===== src/rtl/fb_branch_predict_table.sv =====
// Direct-mapped BTB with 2-bit saturating direction counters for the Firebird front end.
// Lookup is combinational; training and the branch/mispredict counters update on the clock edge.
module fb_branch_predict_table #(
    parameter  int IDX_W = 4,
    localparam int TAG_W = 32 - IDX_W
) (
    input  logic        clk,
    input  logic        rst_n,
    input  logic [31:0] lk_pc,
    output logic        lk_hit,
    output logic        lk_taken,
    output logic [31:0] lk_next_pc,
    input  logic        upd_valid,
    input  logic [31:0] upd_pc,
    input  logic        upd_taken,
    input  logic [31:0] upd_target,
    input  logic [31:0] upd_pred_next_pc,
    output logic        mispredict,
    output logic [31:0] redirect_pc,
    output logic [31:0] br_cnt,
    output logic [31:0] mp_cnt
);
    localparam int DEPTH = 2 ** IDX_W;

    logic [DEPTH-1:0]             vld_q;
    logic [DEPTH-1:0][TAG_W-1:0]  tag_q;
    logic [DEPTH-1:0][31:0]       tgt_q;
    logic [DEPTH-1:0][1:0]        ctr_q;
    logic [31:0]                  br_cnt_q, br_cnt_d;
    logic [31:0]                  mp_cnt_q, mp_cnt_d;

    logic [IDX_W-1:0] lk_idx, upd_idx;
    logic [TAG_W-1:0] lk_tag, upd_tag;
    logic             upd_hit;
    logic             ent_we;
    logic [TAG_W-1:0] ent_tag_d;
    logic [31:0]      ent_tgt_d;
    logic [1:0]       ent_ctr_d;
    logic [31:0]      actual_next;

    assign lk_idx  = lk_pc[IDX_W-1:0];
    assign lk_tag  = lk_pc[31:IDX_W];
    assign upd_idx = upd_pc[IDX_W-1:0];
    assign upd_tag = upd_pc[31:IDX_W];

    // Lookup reads the registered table only, so a same-cycle update is not bypassed.
    always_comb begin
        lk_hit     = vld_q[lk_idx] && (tag_q[lk_idx] == lk_tag);
        lk_taken   = lk_hit && ctr_q[lk_idx][1];
        lk_next_pc = lk_taken ? tgt_q[lk_idx] : lk_pc + 32'd1;
    end

    always_comb begin
        actual_next = upd_taken ? upd_target : upd_pc + 32'd1;
        mispredict  = upd_valid && (actual_next != upd_pred_next_pc);
        redirect_pc = upd_valid ? actual_next : 32'd0;
    end

    always_comb begin
        upd_hit   = vld_q[upd_idx] && (tag_q[upd_idx] == upd_tag);
        ent_we    = 1'b0;
        ent_tag_d = tag_q[upd_idx];
        ent_tgt_d = tgt_q[upd_idx];
        ent_ctr_d = ctr_q[upd_idx];
        if (upd_valid) begin
            if (upd_hit) begin
                ent_we = 1'b1;
                if (upd_taken) begin
                    ent_tgt_d = upd_target;
                    if (ctr_q[upd_idx] != 2'b11) ent_ctr_d = ctr_q[upd_idx] + 2'd1;
                end else begin
                    if (ctr_q[upd_idx] != 2'b00) ent_ctr_d = ctr_q[upd_idx] - 2'd1;
                end
            end else if (upd_taken) begin
                // Allocation evicts whatever occupant aliases onto this index.
                ent_we    = 1'b1;
                ent_tag_d = upd_tag;
                ent_tgt_d = upd_target;
                ent_ctr_d = 2'b10;
            end
        end
    end

    always_comb begin
        br_cnt_d = br_cnt_q;
        mp_cnt_d = mp_cnt_q;
        if (upd_valid && (br_cnt_q != 32'hFFFF_FFFF)) br_cnt_d = br_cnt_q + 32'd1;
        if (mispredict && (mp_cnt_q != 32'hFFFF_FFFF)) mp_cnt_d = mp_cnt_q + 32'd1;
    end

    always_ff @(posedge clk) begin
        if (!rst_n) begin
            vld_q    <= '0;
            tag_q    <= '0;
            tgt_q    <= '0;
            ctr_q    <= '0;
            br_cnt_q <= '0;
            mp_cnt_q <= '0;
        end else begin
            if (ent_we) begin
                vld_q[upd_idx] <= 1'b1;
                tag_q[upd_idx] <= ent_tag_d;
                tgt_q[upd_idx] <= ent_tgt_d;
                ctr_q[upd_idx] <= ent_ctr_d;
            end
            br_cnt_q <= br_cnt_d;
            mp_cnt_q <= mp_cnt_d;
        end
    end

    assign br_cnt = br_cnt_q;
    assign mp_cnt = mp_cnt_q;

endmodule


===== config.mk =====
export PLATFORM = sky130hd
export DESIGN_NAME = fb_branch_predict_table
export DESIGN_NICKNAME = d
export VERILOG_FILES = /design/src/rtl/fb_branch_predict_table.sv
export SDC_FILE = /design/constraint.sdc
export NUM_CORES = 2
export LEC_CHECK = 0
export CORE_ASPECT_RATIO = 0.8
export CORE_UTILIZATION = 50
export DETAILED_ROUTE_END_ITERATION = 6
export DONT_BUFFER_PORTS = 1
export HOLD_SLACK_MARGIN = 0.1
export REMOVE_ABC_BUFFERS = 1
export SETUP_SLACK_MARGIN = 0.05
export SLEW_MARGIN = 15
export SYNTH_ARGS = -nofsm -noshare
export SYNTH_HDL_FRONTEND = slang
export SYNTH_SLANG_ARGS = --single-unit
export TNS_END_PERCENT = 50

===== constraint.sdc =====
create_clock -name clk -period 5.5 [get_ports clk]
set_clock_uncertainty 0.1 [all_clocks]
set_input_delay 0.55 -clock clk [delete_from_list [all_inputs] [get_ports clk]]
set_output_delay 0.55 -clock clk [all_outputs]
set_load 0.1 [all_outputs]

After elaboration in Yosys (flattened, before gate mapping). Index checks and enable logic that the tools add are counted.

$add $sub $neg: 6. Eq/ne operators: 6. Bitwise operators: 1. Reduce and logical (&&, ||, !) cells: 8. Multiplexer cells: 44. Order comparisons: 3.

Operator list (count): 512-bit bitwise mux (1); 448-bit bitwise mux (1); 32-bit binary-select mux with 4-bit select (2); 32-bit two-way mux (8); 28-bit binary-select mux with 4-bit select (2); 28-bit two-way mux (6); 32-bit by 1-bit adder with 32-bit output, second input constant (4); 32-bit demux with 4-bit select (1); 28-bit demux with 4-bit select (1); 32-bit inequality test, second input constant (2); 28-bit == test (2); 32-bit bitwise mux (1); 32-bit inequality test (1); 2-bit two-way mux (9); 2-bit binary-select mux with 4-bit select (2); 16-bit bitwise OR (1); 4-bit by 5-bit less-than comparator with 1-bit output, second input constant (2); 1-bit binary-select mux with 4-bit select (2); 2-bit demux with 4-bit select (1); 1-bit logical AND (7); 1-bit two-way mux (6); 1-bit demux with 4-bit select (1); 4-bit by 1-bit greater-or-equal comparator with 1-bit output, second input constant (1); 2-bit by 1-bit adder with 2-bit output, second input constant (1); other kinds (3) (3).

Output and inout bits: 131. Logic and storage cells: 119. Register bits after elaboration: 1072.

Logic depth before layout (Yosys ltp).
Depth in word-level cells: 8. Gate-level depth with buffers: 19.

Worst setup path before layout. OpenSTA, ideal clock, no wires.

Path type: input to output. Start: input lk_pc[0]. End: output lk_next_pc[13]. Stages: 13. Buffers on the path: 6. Path slack: -1170 ps. Arrival time: 6020 ps. Data required time: 4850 ps. Cells stage by stage: clkbuf_1 buf_2 buf_2 clkbuf_1 mux4_2 mux4_2 xnor2_1 nand4_1 nor4_1 and2_1 buf_2 clkbuf_1 o21ai_0.

Longest elaborated chain between the ends: 6.

Ends and longest elaborated chain: start: declaration (RTL line 9) `input logic [31:0] lk_pc,`; 28-bit binary-select mux with 4-bit select (RTL line 48) `lk_hit = vld_q[lk_idx] && (tag_q[lk_idx] == lk_tag);`; 28-bit two-way mux (not written as such) (RTL line 48); 28-bit == test (RTL line 48); 1-bit logical AND (RTL line 48); 1-bit logical AND (*) (RTL line 49) `lk_taken = lk_hit && ctr_q[lk_idx][1];`; net lk_taken (RTL line 11) `output logic lk_taken,`; 32-bit two-way mux (*) (RTL line 50) `lk_next_pc = lk_taken ? tgt_q[lk_idx] : lk_pc + 32'd1;`; end: declaration (RTL line 12) `output logic [31:0] lk_next_pc,`.

The timed path passes the listed nets; every way through them passes the cells marked *. The select of a mux whose other input is x is not followed.

Worst setup path after layout.
Start: input upd_pc[1]. End: register tag_q[106] (netlist name).

Longest elaborated chain between the ends: 7.

Ends and longest elaborated chain: start: declaration (RTL line 14) `input logic [31:0] upd_pc,`; 28-bit binary-select mux with 4-bit select (RTL line 60, 62); 28-bit two-way mux (not written as such) (RTL line 60, 62); 28-bit == test (RTL line 60) `upd_hit = vld_q[upd_idx] && (tag_q[upd_idx] == upd_tag);`; 1-bit logical AND (RTL line 60); 28-bit two-way mux (RTL line 66) `if (upd_hit) begin`; 28-bit two-way mux (RTL line 65) `if (upd_valid) begin`; 448-bit bitwise mux (RTL line 102) `tag_q[upd_idx] <= ent_tag_d;`; end signal: indexed assignment (RTL line 102); end: declaration (RTL line 26) `logic [DEPTH-1:0][TAG_W-1:0] tag_q;`.

Several ways; a longest one is shown, not always the timed one. The select of a mux whose other input is x is not followed. A chain may end at the register's enable or synchronous reset.

==> flow_summary.ini <==
[run_status]
outcome = complete, but fails checks
violations = DRC, setup timing

[global_route]
grt_pass1_wl_mm = 324.5
busiest_layer = met2
met1_usage = 0.5271
grt_max_degree = 352
grt_antenna_before_repair = 12
grt_use_total = 0.3754
grt_overflow = 0
met3_usage = 0.1311
grt_pass1_vias = 45976
met2_usage = 0.5305

[worst_setup_path]
critical_path.max_stage_delay_ns = 0.63
reg2reg_to = tag_q[106]
cp.depth = 14
end_kind = flop
r2r-start = tag_q[232]
cp_data_required_time_ns = 6.10
setup.worst_path.class = in -> reg
worst-r2r-cell-count = 14
path_max_fanout = 193
start_kind = input port
crit_family = compound AO/OA/AOI/OAI gates
worstPathCellList = nand2_1, o22ai_1, a221oi_1, mux2_2, nor4_1, nand4_1, a2111oi_4, buf_12, o211a_4, buf_12, o21ai_0, dlygate4sd3_1, a21oi_1, dlygate4sd3_1
r2r_slack_ns = 0.13
critPathBufInv = 4
critPathArrivalTime_ns = 6.17
crit_slowest_cell = a221oi_1

[cts]
clk_path_buf_depth = 3
clkTransAtPathRegs_ns = 0.06
cts_setup_buffers = 0
cts_max_level = 3
cts_tree = built
clockRootBuffer = clkbuf_16
insertion_delay_ns = 0.77
clock-sinks = 1072
cts_inserted_buffers = 109

[layout]
nets = 5670
nFillCells = 9775
layout.area.seq_um2 = 21460
final_common_cell = dfxtp_1
multiInputGateArea_um2 = 33260
final_cell_mix = dfxtp_1, nor2_1, mux4_2
layout-drive-gt1-share = 0.1994
syn2layout_area_growth_pct = 12.05
post-route-util = 0.5689

[timing]
setup_tns_ns = -0.2198
slew_headroom = 0.1349
fmax_mhz = 179.4
fin_crit_ns = 5.575
slew_violations = 0
worstMarginPinSlew_ns = 1.300
rsz0062_at_grt = yes
setup_viol = 6
finalWorstSetupSlack_ns = -0.07475
period_share = 1.014
hold_violations = 0

[power_and_ir_drop]
p_leak_nw = 21.87
p_per_area_nw_per_um2 = 272.3
irDropWorstVdd_v = 0.0002512

[hold_path]
whs_endpoint = tgt_q[299]
holdPathStages = 2
hold_path_startpoint = upd_target[11]
hold_path_class = in -> reg

[logic_synthesis]
ys_types = 90
synth-edff-count = 0
synth_area_per_cell_um2 = 10.05
synth_async_sr_flop_share = 0
synth_seq_area_share = 0.3732
syn_inst = 5722
synthFlopType = dfxtp_1
ys_warn_count = 0
syn-cell-area_um2 = 57510
synth-seq-cells = 1072

[floorplanning]
die_height_um = 305.3
core_area_um2 = 113300
rows = 110
die_w_um = 381.2
io_pins = 263
start_util = 0.5077
die_area_um2 = 116400

[drt]
wl_per_cell_um = 31.18
viasPerCell = 6.862
num_vias = 49005
drc = 1
drtPass1Iterations = 7
wirelength_mm = 222.7
antenna_left = 0
drt_iter0_markers = 6587

[placement]
io_buffer_count = 0
hpwl_mm = 136.3
gp_congestion = 1.029

[run]
maxCapViolCount = 0
==> per-layer routing <==
layer,share of wire,up-vias
met5,0.00039,-
met4,0.042,12
met3,0.13,517
met2,0.42,2788
met1,0.41,24349
li1,-,21339
==> area by class of cell <==
cell class,count,share of cell area
Multi-Input combinational cell,3947,0.5162
Clock inverter,43,0.008913
Timing Repair Buffer,354,0.05918
Antenna cell,8,0.0003107
Clock buffer,159,0.05008
Inverter,47,0.002893
Sequential cell,1072,0.3330
Tap cell,1512,0.02936
==> synth_stat cells, drive strengths merged, types with 6 or more instances <==
| cell | number | share of area |
|---|---|---|
| mux2 | 54 | 0.011 |
| xnor2 | 115 | 0.018 |
| o211a | 8 | 0.0014 |
| dfxtp | 1072 | 0.37 |
| a21oi | 354 | 0.031 |
| o22ai | 180 | 0.021 |
| and4 | 12 | 0.0018 |
| o2111a | 15 | 0.0029 |
| o2111ai | 7 | 0.0011 |
| o21a | 6 | 0.00078 |
| nor4b | 6 | 0.0010 |
| ha | 7 | 0.0015 |
| nor2b | 21 | 0.0023 |
| mux2i | 215 | 0.038 |
| nand3 | 84 | 0.0074 |
| and3 | 44 | 0.0048 |
| or2 | 6 | 0.00065 |
| mux4 | 543 | 0.21 |
| a211oi | 540 | 0.070 |
| o31ai | 23 | 0.0030 |
| a22oi | 14 | 0.0018 |
| or3 | 21 | 0.0023 |
| clkbuf | 301 | 0.020 |
| a31oi | 9 | 0.00098 |
| a2111oi | 28 | 0.0046 |
| buf | 355 | 0.033 |
| nor3 | 60 | 0.0052 |
| o21ai | 338 | 0.029 |
| and2 | 18 | 0.0020 |
| nor4 | 25 | 0.0027 |
| o211ai | 7 | 0.00091 |
| nor2 | 694 | 0.045 |
| a22o | 16 | 0.0024 |
| nand2 | 298 | 0.019 |
| nand4 | 30 | 0.0033 |
| inv | 46 | 0.0030 |
| nand2b | 17 | 0.0019 |
| or4 | 22 | 0.0029 |
| xor2 | 54 | 0.0082 |
==> timing repair <==
| item | CTS | global route |
|---|---|---|
| endpoints found under the setup margin | 0 | 3 |
| gates resized for setup | 0 | 2 |
| endpoints found under the hold margin | 466 | 0 |
| hold buffers | 104 | 0 |
==> logic make-up (layout without fill, tap and decap cells) <==
kind of cell,count (synthesis),in the layout,share of synthesized area
compound gates,1595,1595,0.1792
xor+xnor,170,170,0.02613
fa+ha+maj,7,7,0.001523
buf+inv,703,603,0.05528
flops,1072,1072,0.3732
mux,812,812,0.2609
other cells,0,8,0
simple gates,1363,1363,0.1038
==> registers in the layout, summed over array words and instances (netlist names) <==
signal / cells
tgt_q: 512
br_cnt: 32
vld_q: 16
ctr_q: 32
tag_q: 448
mp_cnt: 32
==> metrics by stage <==
step | area (um^2) | instances | hold slack (ns) | power [mW] | setup WS, ns
floorplan | 54510 | 5066 | 0.3406 | 9.158 | -4.633
global placement | 59500 | 6827 | 0.3652 | 9.646 | 0.1043
detailed placement | 59500 | 6827 | 0.3717 | 9.653 | 0.05328
global route | 64420 | 7137 | 0.1245 | 18.01 | 0.02219
finish | 64440 | 7142 | 0.1456 | 17.55 | -0.07475
CTS | 64380 | 7133 | 0.1060 | 17.55 | 0.07654
==> power breakdown <==
group	switching [mW]	internal, mW
Combinational	1.08	0.641
Clock	3.40	4.51
Sequential	0.0629	7.85
==> worst reg2reg max path, delay by kind of cell, from the launching register on <==
| kind | cells | cell delay, ns |
|---|---|---|
| AO/OA/AOI/OAI | 6 | 1.83 |
| flip-flops | 1 | 0.35 |
| buffers and inverters | 4 | 1.65 |
| AND/OR/NAND/NOR | 2 | 0.78 |
| multiplexers | 2 | 0.60 |
==> worst max-delay path by stage <==
stage | from | end | slack, ns
5_1_grt | tag_q[261] | tag_q[412] | 0.02
2_1_floorplan | rst_n | tag_q[423] | -4.63
6_report | upd_pc[1] | tag_q[106] | -0.07
4_1_cts | upd_pc[0] | mispredict | 0.08
3_5_place_dp | upd_pc[0] | mispredict | 0.05
3_3_place_gp | upd_pc[0] | mispredict | 0.10
No activity file was read; power rests on OpenSTA's default activity.
